===== config.mk =====
export PLATFORM = sky130hd
export DESIGN_NAME = cpu_step_controller
export DESIGN_NICKNAME = d
export VERILOG_FILES = /design/src/rtl/cpu_ctrl_pkg.sv /design/src/rtl/key_debounce.sv /design/src/rtl/cpu_step.sv
export SDC_FILE = /design/constraint.sdc
export NUM_CORES = 1
export LEC_CHECK = 0
export CAP_MARGIN = 20
export CORE_AREA = 2 2 94 96
export CTS_BUF_LIST = sky130_fd_sc_hd__clkbuf_8
export DETAILED_ROUTE_END_ITERATION = 16
export DIE_AREA = 0 0 96 98
export SLEW_MARGIN = 40
export SYNTH_ARGS = -nofsm -noshare
export SYNTH_HDL_FRONTEND = slang
export SYNTH_SLANG_ARGS = --single-unit

===== constraint.sdc =====
create_clock -name clk -period 2.6 [get_ports clk]
set_clock_uncertainty 0.05 [all_clocks]
set_input_delay 0.52 -clock clk [delete_from_list [all_inputs] [get_ports clk]]
set_output_delay 0.52 -clock clk [all_outputs]
set_load 0.01 [all_outputs]

===== src/rtl/cpu_ctrl_pkg.sv =====
// ============================================================================
// Module      : cpu_ctrl_pkg
// Description : Shared state encodings for the processor step sequencer.
// Revision    : 1.0 - initial release
// ============================================================================
`default_nettype none

package cpu_ctrl_pkg;

    localparam int STATE_W = 2;

    typedef enum logic [STATE_W-1:0] {
        ST_HALT = 2'd0,
        ST_RUN  = 2'd1,
        ST_BRK  = 2'd2
    } state_t;

endpackage

`default_nettype wire


===== src/rtl/key_debounce.sv =====
// ============================================================================
// Module      : key_debounce
// Description : Synchronises and debounces an active-low key; one-cycle press.
// Revision    : 1.0 - initial release
// ============================================================================
`default_nettype none

module key_debounce #(
    parameter int DEBOUNCE_CYCLES = 500000
) (
    input  logic clk,
    input  logic rst,
    input  logic key_n,
    output logic press
);

    localparam int c_cnt_w = $clog2(DEBOUNCE_CYCLES + 1);

    logic               r_sync1;
    logic               r_sync2;
    logic               r_level;
    logic [c_cnt_w-1:0] r_cnt;
    logic               r_press;
    logic               w_accept;

    // The level flips on the last counting edge, so press can be registered
    // alongside it without adding a cycle of latency.
    assign w_accept = (r_sync2 != r_level) &&
                      (r_cnt == c_cnt_w'(DEBOUNCE_CYCLES - 1));

    always_ff @(posedge clk) begin
        if (rst) begin
            r_sync1 <= 1'b1;
            r_sync2 <= 1'b1;
            r_level <= 1'b1;
            r_cnt   <= '0;
            r_press <= 1'b0;
        end else begin
            r_sync1 <= key_n;
            r_sync2 <= r_sync1;
            r_press <= w_accept && r_level;
            if (r_sync2 == r_level) begin
                r_cnt <= '0;
            end else if (w_accept) begin
                r_level <= r_sync2;
                r_cnt   <= '0;
            end else begin
                r_cnt <= r_cnt + c_cnt_w'(1);
            end
        end
    end

    assign press = r_press;

endmodule

`default_nettype wire


===== src/rtl/cpu_step.sv =====
// ============================================================================
// Module      : cpu_step_controller
// Description : Issues the processor clock-enable from key, free-run or break.
// Revision    : 1.0 - initial release
// ============================================================================
`default_nettype none

module cpu_step_controller
    import cpu_ctrl_pkg::*;
#(
    parameter int PC_W            = 8,
    parameter int CNT_W           = 16,
    parameter int DEBOUNCE_CYCLES = 500000,
    parameter int RUN_DIV         = 25000000
) (
    input  logic               clk,
    input  logic               rst,
    input  logic               key_n,
    input  logic               run,
    input  logic               brk_en,
    input  logic [PC_W-1:0]    brk_pc,
    input  logic [PC_W-1:0]    pc,
    output logic               cpu_step,
    output logic [STATE_W-1:0] state,
    output logic               brk_hit,
    output logic [CNT_W-1:0]   instr_cnt
);

    localparam int c_timer_w = $clog2(RUN_DIV);

    state_t               r_state;
    state_t               w_state_next;
    logic [c_timer_w-1:0] r_timer;
    logic [c_timer_w-1:0] w_timer_next;
    logic                 r_step;
    logic                 w_step_next;
    logic [CNT_W-1:0]     r_cnt;
    logic                 w_press;

    key_debounce #(
        .DEBOUNCE_CYCLES(DEBOUNCE_CYCLES)
    ) u_key_debounce (
        .clk   (clk),
        .rst   (rst),
        .key_n (key_n),
        .press (w_press)
    );

    always_ff @(posedge clk) begin
        if (rst) begin
            r_state <= ST_HALT;
            r_timer <= '0;
            r_step  <= 1'b0;
            r_cnt   <= '0;
        end else begin
            r_state <= w_state_next;
            r_timer <= w_timer_next;
            r_step  <= w_step_next;
            if (r_step) begin
                r_cnt <= r_cnt + CNT_W'(1);
            end
        end
    end

    always_comb begin
        w_state_next = r_state;
        w_timer_next = r_timer;
        w_step_next  = 1'b0;
        case (r_state)
            ST_HALT: begin
                if (run) begin
                    w_state_next = ST_RUN;
                    w_timer_next = '0;
                end else if (w_press) begin
                    w_step_next = 1'b1;
                end
            end
            ST_RUN: begin
                // Leaving RUN outranks a due pulse so the switch stops cleanly.
                if (!run) begin
                    w_state_next = ST_HALT;
                end else if (r_timer == c_timer_w'(RUN_DIV - 1)) begin
                    w_timer_next = '0;
                    if (brk_en && (pc == brk_pc)) begin
                        w_state_next = ST_BRK;
                    end else begin
                        w_step_next = 1'b1;
                    end
                end else begin
                    w_timer_next = r_timer + c_timer_w'(1);
                end
            end
            ST_BRK: begin
                if (w_press) begin
                    w_step_next  = 1'b1;
                    w_state_next = ST_HALT;
                end else if (!run) begin
                    w_state_next = ST_HALT;
                end
            end
            default: begin
                w_state_next = ST_HALT;
            end
        endcase
    end

    assign cpu_step  = r_step;
    assign state     = r_state;
    assign brk_hit   = (r_state == ST_BRK);
    assign instr_cnt = r_cnt;

endmodule

`default_nettype wire


== Word-level counts from Yosys, hierarchy flattened ==
Cells that the tools add are included.

* Word-level logic and storage cells: 51
* RAM bits: 0
* Bits in read-only memories: 0
* Memories: 0
* Latch bits: 0
* Register bits: 67
* Output and inout bits: 20
* Input port bits: 21

* Shift operators: 0
* Add/subtract/negate cells: 3
* Eq/ne operators: 12
* Multipliers: 0
* Divide/modulo/power cells: 0
* Bitwise operators: 1
* Muxes and demuxes: 17
* Reductions and logical operators: 9
* Magnitude comparators: 0

{| class="wikitable"
|+ Operator list
! kind !! count
|-
| two-way mux 25 bit || 3
|-
| case mux 25 bit (2 select lines) || 1
|-
| adder 25 x 1 -> 25 bit, second input constant || 1
|-
| equality test 25 bit, second input constant || 1
|-
| adder 19 x 1 -> 19 bit, second input constant || 1
|-
| equality test 19 bit, second input constant || 1
|-
| adder 16 x 1 -> 16 bit, second input constant || 1
|-
| two-way mux 2 bit || 6
|-
| equality test 8 bit || 1
|-
| inequality test 3 bit, second input constant || 2
|-
| case mux 2 bit (3 select lines) || 1
|-
| two-way mux 1 bit || 5
|-
| inequality test 2 bit, second input constant || 2
|-
| AND reduction 4 bit || 1
|-
| logical AND 1 bit || 3
|-
| inequality test 3 x 2 -> 1 bit, second input constant || 1
|-
| case mux 1 bit (3 select lines) || 1
|-
| AND reduction 3 bit || 1
|-
| OR reduction 3 bit || 1
|-
| equality test 2 x 1 -> 1 bit, second input constant || 1
|-
| equality test 2 bit, second input constant || 1
|-
| logical NOT 2 bit || 1
|-
| AND reduction 2 bit || 1
|-
| nonzero test 2 bit || 1
|-
| other kinds (3) || 3
|}

== Depth between registers and ports, before layout ==
Gate-level depths: netlist of the first run.

* Depth after elaboration: 6
* Depth in mapped cells: 8
* Mapped depth without buffers: 6

== Cells and area by module ==
From an unflattened synthesis of the first run, not the netlist that was laid out.

* Cell total of the unflattened synthesis: 383
* Area total of the unflattened synthesis: 3309.4 µm²

{| class="wikitable"
|+ By module, submodules not included
! module !! area an instance (µm²) !! cells an instance !! times used !! seq. area each (µm²)
|-
| cpu_step_controller || 2292.2 || 272 || 1 || 880.8
|-
| key_debounce || 1017.2 || 111 || 1 || 460.4
|}

== Worst setup path after synthesis of the first run ==
OpenSTA, ideal clock, no wires.

* Path type: register to register
* Start: register r_timer[5]
* End: register r_timer[19]
* Arrival time: 1.984 ns
* Stages on the path, launching flop included: 7
* Setup slack: 0.447 ns
* Required time: 2.431 ns
* Buffers on the path: 1
* Clock period less this slack: 2.153 ns
* Setup time: 0.119 ns
* Path through: dfxtp_1 and4_2 or4b_1 buf_6 or4_4 a31oi_1 a21oi_1

* Word-level cells in the longest chain between the ends: 4
* Elaborated cells on any way between the ends: 5
* Those cells by class: 1 x add/sub; 1 x eq/ne; 3 x mux

{| class="wikitable"
|+ Ends and longest elaborated chain
! element !! line !! text
|-
| start: declaration || cpu_step.sv:33 || <nowiki>logic [c_timer_w-1:0] r_timer;</nowiki>
|-
| start signal: assignment || cpu_step.sv:57 || <nowiki>r_timer <= w_timer_next;</nowiki>
|-
| adder 25 x 1 -> 25 bit / equality test 25 bit (equally long branches) || cpu_step.sv:90, cpu_step.sv:82 ||
|-
| two-way mux 25 bit * || cpu_step.sv:82 || <nowiki>end else if (r_timer == c_timer_w'(RUN_DIV - 1)) begin</nowiki>
|-
| two-way mux 25 bit * || cpu_step.sv:80 || <nowiki>if (!run) begin</nowiki>
|-
| case mux 25 bit (2 select lines) * || cpu_step.sv:69 || <nowiki>case (r_state)</nowiki>
|}

Every way passes the cells marked *; elsewhere a longest branch is shown, timed or not. The select of a mux whose other input is x is not followed.
A chain may end at the register's enable or synchronous reset.

== Worst setup path in the final report of the first run ==
* Start: register r_timer[8]
* End: register r_step, in the netlist cpu_step

* Word-level cells in the longest chain between the ends: 4

{| class="wikitable"
|+ Ends and longest elaborated chain
! element !! line !! text
|-
| equality test 25 bit || cpu_step.sv:82 ||
|-
| two-way mux 1 bit || cpu_step.sv:82 ||
|-
| two-way mux 1 bit || cpu_step.sv:80 ||
|-
| case mux 1 bit (3 select lines) || cpu_step.sv:69 ||
|-
| end signal: assignment || cpu_step.sv:58 || <nowiki>r_step <= w_step_next;</nowiki>
|-
| end: declaration || cpu_step.sv:35 || <nowiki>logic r_step;</nowiki>
|}

Every way passes these cells.

==> impl_metrics.tcl, run 1 <==
set metrics [dict create \
    status "finished clean" \
    maxCapViolCount 0 \
    core_sq_um 8470 \
    worstPathRequired_ns 2.82 \
    die_w_microns 96 \
    postSynthRegisterBits 67 \
    number_of_global_route_vias_before_repair 2713 \
    buffer_ports.inserted 40 \
    p_int_uw 1640 \
    syn-cell-area_sq_um 3240 \
    cp.arrival_ns 2.55 \
    min_period_over_period 0.894 \
    drive_above_1_share 0.0855 \
    floorplan.io_pins 41 \
    core.rowCount 34 \
    detail_route.wl_per_cell_microns 13.6 \
    dieHeight_microns 98 \
    num-nets-final 452 \
    finish.utilization 0.471 \
    start_kind "flip-flop" \
    holdBufCountCts 0 \
    average_cell_area_after_synthesis_sq_um 8.46 \
    clock_insertion_delay_worst_skew_ns 0.34 \
    global_route.overflow_total 0 \
    leading_register_cell_type_out_of_synthesis "dfxtp_1" \
    grt_antenna_before_repair 0 \
    hold_path_depth 2 \
    tritoncts_num_sinks 67 \
    clock_pin_transition_on_the_worst_setup_and_hold_timing_paths_ns 0.07 \
    clk_path_buf_depth 2 \
    layout_min_cycle_time_ns 2.32 \
    relative_max_transition_margin 0.625 \
    detail_route.drc_violations 0 \
    insertedDiodeCount 0 \
    route.final.wire_length_mm 7.38 \
    r2r.worst_path.cells 5 \
    yosysUniqueCellTypes 53 \
    critical_path_class "flip-flop to flip-flop" \
    fmaxAchievable_ghz 0.430 \
    sequential_area_share_after_synthesis 0.414 \
    grt_usage 0.169 \
    power.share.combinational 0.043 \
    cts_tree "built" \
    postSynthNetCount 407 \
    detail_route.iter0.violations 163 \
    cts_post_setup_buffers_inserted 0 \
    synth-edff-count 0 \
    switching_share 0.212 \
    critical_path_peak_fanout 7 \
    worst_margin_slew_ns 0.559 \
    setup_repair_after_global_routing_missed_its_margin "no" \
    gp_routability_congestion 0.885 \
    numCtsBuffers 9 \
    post_synthesis_cell_count 383 \
    total_switching_power_uw 440 \
    power.clock.fraction 0.459 \
    area_growth_pct 23.0 \
    cp_capture_type "flip-flop" \
    cellLeakagePower_uw 0.00132 \
    cts-resized-gates 0 \
    fp.dieArea_sq_um 9410 \
    max_slew_violation_count 0 \
    postSynth.asyncResetShare 0 \
    drt_first_pass_iters 4 \
    power_per_cell_area_nw_per_um2 521 \
    cts_h_tree_lvls 3 \
    hold_viol 0 \
    maximum_number_of_pins_on_one_net_before_global_route_repair 21 \
    routed-via-count 2928 \
    antenna_left 0 \
    seq_power_share 0.498 \
    setup_total_negative_slack_ns 0 \
    clock_tree.root_cell "clkbuf_8" \
    post_drt_via_cell_ratio 5.41 \
    finalSetupViolations 0 \
    worst_hold_path_type "flip-flop to flip-flop" \
    floorplan.initialDensity 0.383 \
    place_hpwl_mm 5.35 \
    ys.warnings.count 0 \
    worst_supply_voltage_drop_on_vdd_uv 493 \
    grt_pass1_wl_mm 12.6 \
]
## logic make-up after synthesis
family | Yosys count | synth area share
AO/OA/AOI/OAI | 59 | 0.121
flip-flops | 67 | 0.414
adder cells (fa/ha/maj) | 3 | 0.0116
AND/OR/NAND/NOR | 192 | 0.312
buffers and inverters | 21 | 0.0297
XOR/XNOR | 39 | 0.105
multiplexers | 2 | 0.00618
## power by group through the flow
stage          registers [uW]  clock network (uW)  logic [uW]
2_1_floorplan            1060                   0        42.1
3_3_place_gp             1060                   0        89.0
3_5_place_dp             1060                   0        89.8
4_1_cts                  1030                 979        90.0
5_1_grt                  1030                1020        97.7
6_report                 1030                 953        89.1
## per-layer routing
| layer | part of all wire | global-route usage | vias up |
|---|---|---|---|
| met3 | 0.038 | 0.0494 | 8 |
| li1 | - | - | 1480 |
| met2 | 0.48 | 0.275 | 69 |
| met5 | 0 | 0 | - |
| met4 | 0.014 | 0.0505 | 0 |
| met1 | 0.47 | 0.215 | 1371 |
## cell usage after synthesis (6+ instances only)
library cell | count | area, sq um
xor2_1 | 22 | 193
o21ai_0 | 10 | 50.1
a31oi_1 | 12 | 75.1
clkbuf_1 | 10 | 37.5
dfxtp_1 | 67 | 1340
inv_1 | 6 | 22.5
xnor2_1 | 17 | 149
nor3_1 | 11 | 55.1
nor2_1 | 46 | 173
and3_1 | 9 | 56.3
nand3_1 | 24 | 120
and4_1 | 6 | 52.6
nand4_1 | 17 | 106
a21oi_1 | 16 | 80.1
nand2_1 | 39 | 146
## worst max-delay path, cell delays in order (launching register included)
cell,delay (ns)
dfxtp_1,0.37
or4b_2,0.69
nor4_2,0.37
nand2_1,0.23
or3_1,0.41
a21oi_1,0.14
## registers in the layout, indices dropped and copies added (netlist names)
name / flops
instr_cnt: 16
u_key_debounce.r_sync1: 1
u_key_debounce.r_cnt: 19
u_key_debounce.r_sync2: 1
cpu_step: 1
u_key_debounce.r_level: 1
state: 2
r_timer: 25
u_key_debounce.press: 1
## cells in the final DEF (no fill, tap or decap), types with 3 or more instances in the layout
| master | synthesis | routed |
|---|---|---|
| nand3_1 | 24 | 24 |
| nor2b_1 | 3 | 3 |
| inv_1 | 6 | 8 |
| a221o_1 | 3 | 3 |
| or2_2 | 5 | 5 |
| ha_1 | 3 | 3 |
| nor2_1 | 46 | 45 |
| nor4_1 | 3 | 3 |
| o21ai_0 | 10 | 10 |
| nor4b_1 | 3 | 3 |
| xnor2_1 | 17 | 17 |
| nor3_1 | 11 | 11 |
| buf_4 | 0 | 8 |
| and4_1 | 6 | 6 |
| or3_1 | 5 | 5 |
| nand4b_1 | 3 | 3 |
| xor2_1 | 22 | 22 |
| a31oi_1 | 12 | 12 |
| a21oi_1 | 16 | 16 |
| clkbuf_8 | 0 | 10 |
| clkdlybuf4s50_1 | 0 | 40 |
| dfxtp_1 | 67 | 67 |
| nand4_1 | 17 | 17 |
| nand2_1 | 39 | 39 |
| and3_1 | 9 | 9 |
| nand2b_1 | 5 | 5 |
| a41oi_1 | 3 | 3 |
## layout make-up
type	count	area (sq um)
Multi-Input combinational cell	295	1810
Clock inverter	6	81.3
Inverter	7	26.3
Tap cell	108	135
Sequential cell	67	1340
Clock buffer	10	138
Timing Repair Buffer	48	460
Fill cell	839	4480
## per-stage QoR
step	std cells	cell area, sq um	total power, uW	hold WS (ns)	setup slack [ns]
6_report	541	3990	2080	0.415	0.276
5_1_grt	541	3990	2150	0.447	0.156
4_1_cts	541	3990	2100	0.417	0.304
2_1_floorplan	383	3240	1100	0.339	0.447
3_5_place_dp	525	3770	1150	0.400	0.333
3_3_place_gp	525	3770	1150	0.391	0.355
## worst paths after layout
| path | startpoint | to | slack, ns |
|---|---|---|---|
| setup / recovery | r_timer[8] | cpu_step | 0.28 |
| hold / removal | r_timer[19] | r_timer[19] | 0.42 |
| setup reg to reg | r_timer[8] | cpu_step | 0.28 |
| hold reg to reg | r_timer[19] | r_timer[19] | 0.42 |
Power figures use the tool's default switching activity.
==> run 2: changes to the inputs <==
--- a/config.mk
+++ b/config.mk
@@ -6,11 +6,14 @@
 export NUM_CORES = 1
 export LEC_CHECK = 0
 export CAP_MARGIN = 20
-export CORE_AREA = 2 2 94 96
+export CORE_AREA = 2 2 82 84
 export CTS_BUF_LIST = sky130_fd_sc_hd__clkbuf_8
 export DETAILED_ROUTE_END_ITERATION = 16
-export DIE_AREA = 0 0 96 98
+export DIE_AREA = 0 0 84 86
+export PLACE_DENSITY = 0.76
+export SETUP_SLACK_MARGIN = 0.15
 export SLEW_MARGIN = 40
 export SYNTH_ARGS = -nofsm -noshare
 export SYNTH_HDL_FRONTEND = slang
+export SYNTH_HIERARCHICAL = 1
 export SYNTH_SLANG_ARGS = --single-unit
==> run 2 against run 1 <==
Critical path depth rose by 1; total power is 0.67% higher; clock-buffer cell count down 1; global-route usage up 3.7 points; sequential power about the same; routed wire length decreased by 2.6%.
==> impl_metrics.tcl, run 2 <==
set metrics [dict create \
    largest_register_ffs 25 \
    global_route.overflow_total 0 \
    cp.arrival_ns 2.48 \
    finalWorstSetupSlack_ns 0.315 \
    commonest_cells_after_routing_fill_and_taps_aside "dfxtp_1 (67), nor2_1 (48), clkdlybuf4s50_1 (40), nand2_1 (24), nand3_1 (22)" \
    buffer_ports.inserted 40 \
    layout_commonest_cell "dfxtp_1" \
    power.share.combinational 0.051 \
    max_slew_violation_count 0 \
    fp.dieArea_sq_um 7220 \
    worst_supply_voltage_drop_on_vdd_uv 387 \
    setup_total_negative_slack_ns 0 \
    drive_above_1_share 0.0897 \
    total_switching_power_uw 469 \
    post-synth-top-area-fraction 0.405 \
    cts_post_setup_buffers_inserted 0 \
    core.rowCount 29 \
    gp_routability_congestion 0.860 \
    numCtsBuffers 9 \
    start_kind "flip-flop" \
    worst_margin_slew_ns 0.807 \
    fin_total_pwr_uw 2090 \
    clock_tree.root_cell "clkbuf_8" \
    setup_repair_after_global_routing_missed_its_margin "no" \
    cts-resized-gates 0 \
    postSynth.asyncResetShare 0 \
    slowest_delay_ns 0.56 \
    pre_cts_slack_ns 0.188 \
    worstPathRequired_ns 2.80 \
    yosysUniqueCellTypes 56 \
    seq_power_share 0.495 \
    synth-edff-count 0 \
    place_hpwl_mm 5.05 \
    detail_route.wl_per_cell_microns 14.0 \
    number_of_global_route_vias_before_repair 2697 \
    relative_max_transition_margin 0.460 \
    maxCapViolCount 0 \
    insertedDiodeCount 0 \
    syn-cell-area_sq_um 3310 \
    cellLeakagePower_uw 0.00131 \
    antenna_left 0 \
    hold_viol 0 \
    timing.critical_path.slowest_stage_cell "nor4_2" \
    detail_route.drc_violations 0 \
    min_period_over_period 0.879 \
    maximum_number_of_pins_on_one_net_before_global_route_repair 26 \
    synth.top_cells.by_area "dfxtp_1 (41%), xor2_1 (5.6%), nor2_1 (5.4%), xnor2_1 (4.8%), nand4_1 (3.6%)" \
    average_cell_area_after_synthesis_sq_um 8.64 \
    critical_path_peak_fanout 13 \
    final.fill_count 549 \
    power_per_cell_area_nw_per_um2 519 \
    route.final.wire_length_mm 7.18 \
    top_register "r_timer" \
    drt_first_pass_iters 4 \
    grt_usage 0.206 \
    cp_capture_type "flip-flop" \
    worst_path_cell_chain "ha_1 > nand4_1 > nor4_2 > a21o_2 > o21ai_0 > a22o_1" \
    post_synthesis_cell_count 383 \
    power.clock.fraction 0.453 \
    tritoncts_num_sinks 67 \
    dieHeight_microns 86 \
    leading_register_cell_type_out_of_synthesis "dfxtp_1" \
    core_sq_um 6280 \
    num-nets-final 455 \
    cts_tree "built" \
    die_w_microns 84 \
    postSynthNetCount 407 \
    grt_pass1_wl_mm 12.1 \
    postSynthRegisterBits 67 \
    yosys.area.top_type "dfxtp_1" \
    cts_h_tree_lvls 3 \
    worst_hold_path_type "flip-flop to flip-flop" \
    routed-via-count 2930 \
    clk_path_buf_depth 2 \
    clock_pin_transition_on_the_worst_setup_and_hold_timing_paths_ns 0.08 \
    grt_antenna_before_repair 0 \
    p_int_uw 1620 \
    fmaxAchievable_ghz 0.438 \
    post_drt_via_cell_ratio 5.72 \
    clock_insertion_delay_worst_skew_ns 0.35 \
    ys.warnings.count 6 \
    floorplan.io_pins 41 \
    detail_route.iter0.violations 190 \
    status "finished clean" \
    critical_path_class "flip-flop to flip-flop" \
    area_growth_pct 21.7 \
    holdBufCountCts 0 \
    sequential_area_share_after_synthesis 0.405 \
    floorplan.initialDensity 0.527 \
    netlist_top_cells_count "dfxtp_1 (67), nor2_1 (48), nand2_1 (24)" \
    layout_min_cycle_time_ns 2.29 \
    synth_most_common_cell "dfxtp_1" \
    switching_share 0.224 \
    finalSetupViolations 0 \
]
run 2: layout make-up:
type,count,area (sq um),area share
clock buffers,9,124,0.0308
clock inverters,6,91.3,0.0227
inverters,9,33.8,0.00839
multi-input cells,294,1850,0.460
flip-flops and latches,67,1340,0.333
well taps,77,96.3,0.0239
repair buffers,50,488,0.121
run 2: cell families after synthesis:
group,share of synthesized area
mux,0.0212
buf+inv,0.0352
xor+xnor,0.103
flops,0.405
simple gates,0.301
compound gates,0.123
fa+ha+maj,0.0113
run 2: power by group through the flow:
stage | sequential [uW] | clock (uW) | combinational (uW)
floorplan | 1060 | 0 | 54.9
global placement | 1060 | 0 | 106
detailed placement | 1060 | 0 | 107
CTS | 1040 | 957 | 108
global route | 1040 | 998 | 117
finish | 1040 | 948 | 107
run 2: worst max-delay path, delay by kind of cell (launching register included):
kind | cells | cell delay, ns
simple gates | 2 | 0.74
compound gates | 3 | 0.74
flops | 1 | 0.40
fa+ha+maj | 1 | 0.24
run 2: path summary, 6_finish.rpt:
kind                            endpoint  depth (start not counted)  slack, ns                   start
setup / recovery             r_timer[10]                          6       0.31              r_timer[0]
hold / removal    u_key_debounce/r_sync2                          1       0.36  u_key_debounce/r_sync1
setup reg to reg             r_timer[10]                          6       0.31              r_timer[0]
hold reg to reg   u_key_debounce/r_sync2                          1       0.36  u_key_debounce/r_sync1
run 2: metal layers:
| metal | share of wire | up-vias | routed length, microns | track usage |
|---|---|---|---|---|
| li1 | - | 1481 | - | - |
| met1 | 0.47 | 1368 | 3350 | 0.269 |
| met2 | 0.45 | 69 | 3270 | 0.321 |
| met3 | 0.057 | 12 | 408 | 0.0452 |
| met4 | 0.022 | 0 | 158 | 0.109 |
| met5 | 0 | - | 0 | 0 |
run 2: metrics by stage:
step | instances | hold WS [ns] | utilization | cell area, sq um
floorplan | 383 | 0.339 | - | 3310
CTS | 512 | 0.361 | 0.641 | 4030
detailed placement | 497 | 0.349 | 0.607 | 3810
finish | 512 | 0.363 | 0.641 | 4030
global placement | 497 | 0.351 | 0.607 | 3810
global route | 512 | 0.382 | 0.641 | 4030
==> run 3: changes to the inputs <==
--- a/config.mk
+++ b/config.mk
@@ -6,10 +6,10 @@
 export NUM_CORES = 1
 export LEC_CHECK = 0
 export CAP_MARGIN = 20
-export CORE_AREA = 2 2 82 84
+export CORE_AREA = 2 2 74 93
 export CTS_BUF_LIST = sky130_fd_sc_hd__clkbuf_8
 export DETAILED_ROUTE_END_ITERATION = 16
-export DIE_AREA = 0 0 84 86
+export DIE_AREA = 0 0 76 95
 export PLACE_DENSITY = 0.76
 export SETUP_SLACK_MARGIN = 0.15
 export SLEW_MARGIN = 40
==> run 3 against run 2 <==
Maximum frequency hardly changed; first-iteration DRC count is 33% lower; cell count is 1.8% higher; register-to-register slack hardly changed; via count is 0.27% lower; sequential share of layout area hardly changed; critical path depth stayed put; clock power is 4.0% lower; sequential power hardly changed; non-clock buffer count is 2 lower.
==> impl_metrics.tcl, run 3 (synthesized netlist as in run 2, its figures left out) <==
set metrics [dict create \
    die_w_microns 76 \
    grt_pass1_wl_mm 12.2 \
    cts_post_setup_buffers_inserted 0 \
    cellLeakagePower_uw 0.00130 \
    min_period_over_period 0.879 \
    clock_tree.root_cell "clkbuf_8" \
    insertedDiodeCount 0 \
    core_sq_um 6400 \
    slowest_delay_ns 0.50 \
    max_slew_violation_count 0 \
    status "finished clean" \
    drive_above_1_share 0.0876 \
    fmaxAchievable_ghz 0.438 \
    critical_path_peak_fanout 13 \
    pre_cts_slack_ns 0.212 \
    layout_min_cycle_time_ns 2.28 \
    holdBufCountCts 0 \
    timing.critical_path.slowest_stage_cell "nor4_2" \
    global_route.overflow_total 0 \
    post_drt_via_cell_ratio 5.61 \
    cts_h_tree_lvls 3 \
    worstPathRequired_ns 2.79 \
    antenna_left 0 \
    fp.dieArea_sq_um 7220 \
    layout_commonest_cell "dfxtp_1" \
    floorplan.initialDensity 0.517 \
    worst_path_cell_chain "ha_1 > nand4_1 > nor4_2 > a21o_2 > o21ai_0 > a22o_1" \
    maxCapViolCount 0 \
    relative_max_transition_margin 0.445 \
    gp_routability_congestion 0.796 \
    finalWorstSetupSlack_ns 0.316 \
    routed-via-count 2922 \
    place_inst 505 \
    largest_register_ffs 25 \
    start_kind "flip-flop" \
    place_hpwl_mm 5.07 \
    detail_route.iter0.violations 128 \
    cp.arrival_ns 2.47 \
    grt_usage 0.211 \
    hold_viol 0 \
    cts_tree "built" \
    clock_pin_transition_on_the_worst_setup_and_hold_timing_paths_ns 0.08 \
    setup_repair_after_global_routing_missed_its_margin "no" \
    cts-resized-gates 0 \
    floorplan.io_pins 41 \
    dieHeight_microns 95 \
    detail_route.wl_per_cell_microns 13.9 \
    number_of_global_route_vias_before_repair 2819 \
    post_layout_nonfiller_instances 521 \
    setup_total_negative_slack_ns 0 \
    grt_antenna_before_repair 0 \
    top_register "r_timer" \
    maximum_number_of_pins_on_one_net_before_global_route_repair 26 \
    critical_path_class "flip-flop to flip-flop" \
    num-nets-final 453 \
    worst_margin_slew_ns 0.829 \
    power_per_cell_area_nw_per_um2 510 \
    cp_top_family "compound AO/OA/AOI/OAI gates" \
    critical_path.n_buffers_inverters 0 \
    finalSetupViolations 0 \
    worst_hold_path_type "flip-flop to flip-flop" \
    drt_first_pass_iters 4 \
    worst_hold_slack_ns 0.367 \
    route.final.wire_length_mm 7.25 \
    cp_capture_type "flip-flop" \
    core.rowCount 33 \
    tritoncts_num_sinks 67 \
    worst_supply_voltage_drop_on_vdd_uv 401 \
    buffer_ports.inserted 40 \
    clock_insertion_delay_worst_skew_ns 0.35 \
    area_growth_pct 21.5 \
    clk_path_buf_depth 2 \
    commonest_cells_after_routing_fill_and_taps_aside "dfxtp_1 (67), nor2_1 (48), clkdlybuf4s50_1 (40), nand2_1 (24), nand3_1 (22)" \
    numCtsBuffers 9 \
    detail_route.drc_violations 0 \
]
run 3: metrics by stage:
stage	total power, uW	instance area (sq um)	util
floorplan	1110	3310	-
global placement	1160	3810	0.595
detailed placement	1160	3810	0.595
CTS	2070	4020	0.628
global route	2130	4020	0.628
finish	2050	4020	0.628
run 3: power breakdown:
| group | switching [uW] | total [uW] | internal [uW] | leakage, uW |
|---|---|---|---|---|
| logic | 49.6 | 105 | 55.1 | 0.000665 |
| registers | 5.58 | 1040 | 1030 | 0.000540 |
| clock network | 414 | 910 | 496 | 0.0000978 |
run 3: final timing paths:
| check | start | slack (ns) | depth (start not counted) | endpoint |
|---|---|---|---|---|
| max | r_timer[0] | 0.32 | 6 | r_timer[10] |
| min | u_key_debounce/r_sync1 | 0.37 | 1 | u_key_debounce/r_sync2 |
| max reg2reg | r_timer[0] | 0.32 | 6 | r_timer[10] |
| min reg2reg | u_key_debounce/r_sync1 | 0.37 | 1 | u_key_debounce/r_sync2 |
run 3: layer usage:
layer | vias to the layer above | share of wire | GRT usage
met5 | - | 0 | 0
met4 | 0 | 0.024 | 0.115
met3 | 19 | 0.032 | 0.0535
met2 | 61 | 0.51 | 0.383
met1 | 1365 | 0.43 | 0.227
li1 | 1477 | - | -
run 3: area by class of cell:
class                   instances  area, sq um
inverters                       9         33.8
clock inverters                 5         61.3
clock buffers                  11          151
flip-flops and latches         67         1340
fillers                       547         2380
repair buffers                 48          473
well taps                      87          109
multi-input cells             294         1850
